### config.mk
export PLATFORM = sky130hd
export DESIGN_NAME = read_command_pool
export DESIGN_NICKNAME = d
export VERILOG_FILES = /design/src/rtl/type_pkg.sv /design/src/rtl/raw_addr_match.sv /design/src/rtl/read_command_pool.sv
export SDC_FILE = /design/constraint.sdc
export NUM_CORES = 1
export LEC_CHECK = 0
export CAP_MARGIN = 5
export CORE_MARGIN = 4
export CORE_UTILIZATION = 30
export DETAILED_ROUTE_END_ITERATION = 16
export PLACE_DENSITY = 0.48
export SYNTH_ARGS = -nofsm -noshare
export SYNTH_HDL_FRONTEND = slang
export SYNTH_SLANG_ARGS = --single-unit
### constraint.sdc
create_clock -name clk -period 3.8 [get_ports clk]
set_clock_uncertainty 0.15 [all_clocks]
set_input_delay 0.57 -clock clk [delete_from_list [all_inputs] [get_ports clk]]
set_output_delay 0.57 -clock clk [all_outputs]
set_load 0.01 [all_outputs]
### src/rtl/type_pkg.sv
// Shared types for the read path.
//   burst_size_t      - request burst size encoding
//   READ_POOL_DEPTH   - default number of read pool entries
//   dram_addr_t       - 8-bit DRAM address {row[2:0], bank[1:0], col[2:0]}
//   read_pool_entry_t - one buffered read request {address, burst size}
package type_pkg;

  typedef enum logic [1:0] {
    ONE_BYTE    = 2'd0,
    TWO_BYTES   = 2'd1,
    FOUR_BYTES  = 2'd2,
    EIGHT_BYTES = 2'd3
  } burst_size_t;

  localparam int READ_POOL_DEPTH = 8;

  typedef struct packed {
    logic [2:0] row;
    logic [1:0] bank;
    logic [2:0] col;
  } dram_addr_t;

  typedef struct packed {
    dram_addr_t  addr;
    burst_size_t size;
  } read_pool_entry_t;

endpackage

### src/rtl/raw_addr_match.sv
// Compares one address against WDEPTH valid-qualified addresses.
// Ports:
//   i_addr   - address under test
//   i_valid  - per-slot valid flags
//   i_addrs  - slot addresses, slot i at [8i+7:8i]
//   o_hit    - 1 when any valid slot matches i_addr on all 8 bits
module raw_addr_match #(
  parameter int WDEPTH = 4
) (
  input  logic [7:0]          i_addr,
  input  logic [WDEPTH-1:0]   i_valid,
  input  logic [8*WDEPTH-1:0] i_addrs,
  output logic                o_hit
);

  always_comb begin
    o_hit = 1'b0;
    for (int i = 0; i < WDEPTH; i++) begin
      if (i_valid[i] && (i_addrs[8*i +: 8] == i_addr)) o_hit = 1'b1;
    end
  end

endmodule

### src/rtl/read_command_pool.sv
// In-order buffer of AXI read requests; presents the two oldest entries to
// the command scheduler and flags read-after-write hazards on the head.
// Optional feature macro: READ_POOL_RAW_CHECK_EN (hazard comparator; when
// undefined, raw is tied low and the pending-write inputs are unused).
// Ports:
//   clk, n_rst                          - clock, async active-low reset
//   ar_valid/ar_ready/ar_addr/ar_burst_size - request push interface
//   rready/pool_raddr/pool_rburst_size  - head entry
//   rready2/pool_raddr2/pool_rburst_size2 - second-oldest entry
//   read_issued                         - retires the head
//   raw                                 - head matches a pending write
//   wpend_valid/wpend_addr              - pending write slots
module read_command_pool
  import type_pkg::*;
#(
  parameter int DEPTH  = READ_POOL_DEPTH,
  parameter int WDEPTH = 4
) (
  input  logic                clk,
  input  logic                n_rst,
  input  logic                ar_valid,
  output logic                ar_ready,
  input  logic [7:0]          ar_addr,
  input  burst_size_t         ar_burst_size,
  output logic                rready,
  output logic [7:0]          pool_raddr,
  output burst_size_t         pool_rburst_size,
  output logic                rready2,
  output logic [7:0]          pool_raddr2,
  output burst_size_t         pool_rburst_size2,
  input  logic                read_issued,
  output logic                raw,
  input  logic [WDEPTH-1:0]   wpend_valid,
  input  logic [8*WDEPTH-1:0] wpend_addr
);

  localparam int PW = $clog2(DEPTH);
  localparam int CW = $clog2(DEPTH + 1);

  read_pool_entry_t r_mem [DEPTH];
  logic [PW-1:0]    r_rd_ptr;
  logic [PW-1:0]    r_wr_ptr;
  logic [CW-1:0]    r_count;

  logic             w_push;
  logic             w_pop;
  logic [PW-1:0]    w_rd_ptr2;
  read_pool_entry_t w_in_entry;
  read_pool_entry_t w_head;
  read_pool_entry_t w_second;

  // ar_ready looks only at stored count, so a pop in the same cycle
  // cannot open a slot for a push when full.
  assign ar_ready   = (r_count != CW'(DEPTH));
  assign rready     = (r_count != '0);
  assign rready2    = (r_count >= CW'(2));
  assign w_push     = ar_valid && ar_ready;
  assign w_pop      = read_issued && rready;
  assign w_rd_ptr2  = r_rd_ptr + PW'(1);
  assign w_in_entry = '{addr: dram_addr_t'(ar_addr), size: ar_burst_size};
  assign w_head     = r_mem[r_rd_ptr];
  assign w_second   = r_mem[w_rd_ptr2];

  // Storage is not reset; stale contents are masked by the valid flags.
  always_ff @(posedge clk) begin
    if (w_push) r_mem[r_wr_ptr] <= w_in_entry;
  end

  always_ff @(posedge clk or negedge n_rst) begin
    if (!n_rst) begin
      r_rd_ptr <= '0;
      r_wr_ptr <= '0;
      r_count  <= '0;
    end else begin
      if (w_push) r_wr_ptr <= r_wr_ptr + PW'(1);
      if (w_pop)  r_rd_ptr <= r_rd_ptr + PW'(1);
      if (w_push && !w_pop)      r_count <= r_count + CW'(1);
      else if (w_pop && !w_push) r_count <= r_count - CW'(1);
    end
  end

  assign pool_raddr        = rready  ? w_head.addr   : 8'd0;
  assign pool_rburst_size  = rready  ? w_head.size   : ONE_BYTE;
  assign pool_raddr2       = rready2 ? w_second.addr : 8'd0;
  assign pool_rburst_size2 = rready2 ? w_second.size : ONE_BYTE;

`ifdef READ_POOL_RAW_CHECK_EN
  logic w_raw_hit;

  raw_addr_match #(
    .WDEPTH (WDEPTH)
  ) u_raw_addr_match (
    .i_addr  (pool_raddr),
    .i_valid (wpend_valid),
    .i_addrs (wpend_addr),
    .o_hit   (w_raw_hit)
  );

  assign raw = rready && w_raw_hit;
`else
  logic w_unused_wpend;
  assign w_unused_wpend = ^{wpend_valid, wpend_addr};
  assign raw = 1'b0;
`endif

endmodule
==> flow_summary.ini <==
[synthesis]
yosys.area_share.adder = 0.01924
primary_flip_flop_cell_chosen_by_synthesis_mapping = edfxtp_1
synth_simple_gate_area_share = 0.07143
synth.mux.area_fraction = 0.2201
synth_compound_area_frac = 0.03003
yosys_register_bits = 90
ys_warn_count = 0
synth_cell_type_count = 33
post_synth_xor_area_fraction = 0.01633
async_flop_share = 0.1111
synth_seq_area_share = 0.6181
number_of_synthesized_flops_with_an_enable_pin = 80
main_combinational_cell_family_by_area_after_synthesis = multiplexers
syn_nets = 299
syn-instance-count = 243
post_synth.cell_area_avg_um2 = 17.66
netlist_area_um2 = 4292

[route]
post_route_drc = 0
drt-pass1-iter-count = 4
ant_nets = 0
vias_per_cell = 5.143
detail_route.iter0.violations = 154
routed_wl_mm = 9.936
avgRoutedWirePerCell_um = 20.92
num_vias = 2443

[layout]
most_common_cell_after_layout_fill_and_taps_aside = edfxtp_1
antenna_cells = 0
nNetsFinal = 346
post-route-util = 0.3810
final_layout_size_suffix_gt1_frac = 0.2881
post-route-cell-area_um2 = 5309
areaGrowthSynthToFinish_pct = 23.70
layoutNonFillerInstCount = 475
commonest_cells_after_routing_fill_and_taps_aside = edfxtp_1 (80), mux4_2 (40), clkdlybuf4s50_1 (36)

[global_route]
number_of_antenna_violations_at_the_first_check_in_global_routing = 0
globalRoute.totalOverflow = 0
maximum_number_of_pins_on_one_net_before_global_route_repair = 42
number_of_global_route_vias_before_repair = 2635
grt_pass1_wl_mm = 15.68
track_usage = 0.1316

[clock_network]
clkSlewWorstSetupHoldPaths_ns = 0.06
cts_root_buffer = clkbuf_16
cts-resized-gates = 0
clk_latency_ns = 0.34
cts.hold.buffers_added = 0
cts-htree-levels = 3
postCtsSetupRepairBufs = 0
cts_tree = built
clockBufferDepth = 2
cts.sinks = 90
total_clock_buffers_created_by_cts = 9

[floorplanning]
chipWidth_um = 127.6
core-area_um2 = 13930
die-height_um = 127.6
start_util = 0.3080
die-area_um2 = 16280
io_pins = 74
core.rowCount = 43

[timing]
worst_slew_margin_rel = 0.5715
timing.final.max_slew_violations = 0
report.final.hold_viol_count = 0
grt_setup_unrepaired = no
post-route-period-util = 0.8594
period_minus_slack_ns = 3.266
sum_neg_setup_slack_ns = 0
timing_worst_slew_pin_value_ns = 0.6427
final-setup-viol-count = 0
fmaxAchievable_mhz = 306.2
finalHoldWorstSlack_ns = 0.4175

[worst_setup_path]
timing.critical_path.arrival_ns = 2.55
worstSetupStartpointType = flip-flop
critical_path_endpoint_category = output port
r2r-start = r_count[0]$_DFFE_PN0P_
start_point_of_the_critical_path = r_rd_ptr[0]$_DFFE_PN0P_
ff2ff_path_depth = 9
crit_slowest_cell = mux4_2
worst_path_class_setup = reg2out
required_time_of_the_critical_path_ns = 3.08
critical-path-max-stage-delay_ns = 0.60
path_cells = buf_4 -> mux4_2 -> a22o_1 -> clkdlybuf4s50_1
cp_max_fo = 41

[pwr]
power.density_nw_per_um2 = 961.4
maximum_vdd_ir_drop_mv = 0.3811
leakage_nw = 1.793

[placed_design]
routabilityCongestion = 0.7380
dpl-instance-area_um2 = 4937
post-dp-hpwl_mm = 6.439
io_buffers = 36
place.detailed.instances = 459

[run]
timing.max_cap.violations = 0

[status]
status = finished clean

[min_path]
min-delay-path-class = in2async
cell usage after synthesis (2+ instances only):
cell type,instances,share of area
mux4_2,40,0.21
inv_1,2,0.0017
nand2_1,14,0.012
buf_2,10,0.012
a22o_1,10,0.020
clkbuf_1,4,0.0035
dfrtp_1,10,0.058
mux2_2,3,0.0079
edfxtp_1,80,0.56
ha_1,5,0.015
or4_1,2,0.0035
o211ai_1,2,0.0035
nor2_1,3,0.0026
or3_1,2,0.0029
nor3_1,5,0.0058
nand2b_1,2,0.0029
a21oi_1,2,0.0023
xnor2_1,7,0.014
nand3_1,25,0.029
buf_6,2,0.0052
worst max-delay path, delay by kind of cell, from the launching register on:
| family | cells | cell delay, ns |
|---|---|---|
| buffers and inverters | 2 | 1.00 |
| flip-flops | 1 | 0.36 |
| multiplexers | 1 | 0.60 |
| AO/OA/AOI/OAI | 1 | 0.25 |
cell type report:
type | instances | area [µm²]
Fill cell | 1274 | 8626
Sequential cell | 90 | 2654
Multi-Input combinational cell | 134 | 1563
Timing Repair Buffer | 53 | 488.0
Clock buffer | 9 | 225.2
Tap cell | 180 | 225.2
Clock inverter | 7 | 146.4
Inverter | 2 | 7.507
kinds of logic after synthesis:
logic type,Yosys count
flops,90
other cells,1
simple gates,59
compound gates,16
fa+ha+maj,6
mux,44
buf+inv,19
xor+xnor,8
path summary, 6_finish.rpt:
check | slack [ns] | end
min in group clk | 0.43 | r_count[2]$_DFFE_PN0P_
worst max register to register | 0.72 | r_count[3]$_DFFE_PN0P_
worst min-delay path | 0.42 | r_wr_ptr[1]$_DFFE_PN0P_
worst min register to register | 0.43 | r_count[2]$_DFFE_PN0P_
worst max-delay path | 0.53 | pool_raddr[7]
max in group asynchronous | 2.71 | r_rd_ptr[0]$_DFFE_PN0P_
state kept, by name, summed over array words and instances (netlist names):
signal,cells
r_mem,80
r_count,4
r_rd_ptr,3
r_wr_ptr,3
metrics by stage:
stage	setup WS [ns]	total power [W]
6_report	0.5342	0.005104
3_5_place_dp	0.7332	0.004086
2_1_floorplan	0.9379	0.002998
5_1_grt	0.3797	0.005438
4_1_cts	0.4673	0.005204
3_3_place_gp	0.7473	0.004078
layer usage:
metal  part of all wire  track usage
met1               0.44       0.1698
met4              0.023      0.05743
met3              0.035      0.02926
met5                  0            0
met2               0.50       0.2140
where the power goes:
part,total (W),switching [W],internal [W]
combinational,0.00261,0.00123,0.00137
clock,0.00110,0.000380,0.000716
sequential,0.00140,0.000132,0.00127
total,0.00510,0.00175,0.00336
(Power assumes the default switching activity.)
==> edit (same flow settings) <==
The package constant `READ_POOL_DEPTH` goes from 8 to 16.
--- a/src/rtl/type_pkg.sv
+++ b/src/rtl/type_pkg.sv
@@ -14,3 +14,3 @@
 
-  localparam int READ_POOL_DEPTH = 8;
+  localparam int READ_POOL_DEPTH = 16;
 
Function: changed (a bounded check fails within 10 cycles, from zero or initial values and one cycle with n_rst low).
==> edit against the unedited design <==
- first-iteration DRC count increased by 110%
- cell area is 90% higher
- area after synthesis up 94%
- sequential cell count increased by 83
- sequential share of layout area up 0.97 points
- global-route usage grew 1.0 points
- core utilization fell by 1.0 points
- power increased by 78%
- worst setup slack got worse by 0.38 ns
- fmax decreased by 10%
- cell count rose by 85%
- worst hold slack lost 0.033 ns
- routed wire length rose by 120%
- largest cell class unchanged
==> edit: results (changes against the unedited design) <==
| Metric | Value |
|---|---|
| Synthesis-to-finish area growth | 20.9% (was 23.7%) |
| Data arrival time of the critical path | 2.93 ns (was 2.55 ns) |
| Number of antenna violations at the first check in global routing | 2 (was 0) |
| Main area contributors after synthesis | sky130_fd_sc_hd__edfxtp_1 (58%), sky130_fd_sc_hd__mux4_2 (14%), sky130_fd_sc_hd__mux4_1 (8.8%), sky130_fd_sc_hd__mux2i_1 (4.9%), sky130_fd_sc_hd__dfrtp_1 (3.9%) (was sky130_fd_sc_hd__edfxtp_1 (56%), sky130_fd_sc_hd__mux4_2 (21%), sky130_fd_sc_hd__dfrtp_1 (5.8%), sky130_fd_sc_hd__nand3_1 (2.9%), sky130_fd_sc_hd__a22o_1 (2.0%)) |
| Result of the run | finished clean (unchanged) |
| Non-Filler Instances | 877 (was 475) |
| Number of enable-type register cells in the synthesized netlist | 160 (was 80) |
| Total placed instance area | 9320 um2 (was 4940 um2) |
| First-pass GRT wire length | 31.6 mm (was 15.7 mm) |
| Met3 WL | 1.11 mm (was 345 um) |
| Count of multi-input combinational gates | 216 (was 134) |
| CLK BUF | 17 (was 9) |
| Fraction of area in multi-input gates | 0.299 (was 0.294) |
| Iteration-0 DRC count of the detailed router | 317 (was 154) |
| Slowest stage cell, crit path | sky130_fd_sc_hd__clkdlybuf4s50_1 (was sky130_fd_sc_hd__mux4_2) |
| Reported sequential group power | 0.00254 W (was 0.00140 W) |
| Met2 wire length | 10.9 mm (was 4.96 mm) |
| Met2 usage | 0.243 (was 0.214) |
| Tot GR Track Use | 0.142 (was 0.132) |
| Synth Area in XOR/XNOR | 0.0126 (was 0.0163) |
| Slowest cell delay on critical path | 0.58 ns (was 0.60 ns) |
| Synthesis-stage register bit count | 173 (was 90) |
| Maximum level of the CTS H-tree | 4 (was 3) |
| Count of TritonRoute iterations in the first routing pass | 5 (was 4) |
| Number of unique standard cell types used by synthesis | 36 (was 33) |
| Syn_nets | 482 (was 299) |
| Reg2reg setup slack | 0.86 ns (was 0.72 ns) |
| Static leakage | 3.48 nW (was 1.79 nW) |
| Share of final layout cell area taken by non-clock buffers | 0.0833 (was 0.0919) |
| Highest routed layer | met5 (was met4) |
==> edit: cell count changes after synthesis, moves of 4 or more <==
cell,unedited run,this run
sky130_fd_sc_hd__edfxtp_1,80,160
sky130_fd_sc_hd__o22ai_1,0,20
sky130_fd_sc_hd__nand3_1,25,2
sky130_fd_sc_hd__mux2i_1,1,41
sky130_fd_sc_hd__buf_6,2,8
sky130_fd_sc_hd__nor2_1,3,15
sky130_fd_sc_hd__a22o_1,10,0
sky130_fd_sc_hd__buf_4,1,7
sky130_fd_sc_hd__mux4_1,0,28
sky130_fd_sc_hd__ha_1,5,9
sky130_fd_sc_hd__mux4_2,40,52
==> edit: metrics by stage <==
step           total power, W  hold WS (ns)  utilization  setup WS, ns
2_1_floorplan         0.00536         0.124            -          1.09
3_3_place_gp          0.00713         0.404        0.343         0.362
3_5_place_dp          0.00715         0.412        0.343         0.361
4_1_cts               0.00910         0.382        0.368        0.0145
5_1_grt               0.00954         0.410        0.371        0.0509
6_report              0.00906         0.384        0.371         0.154
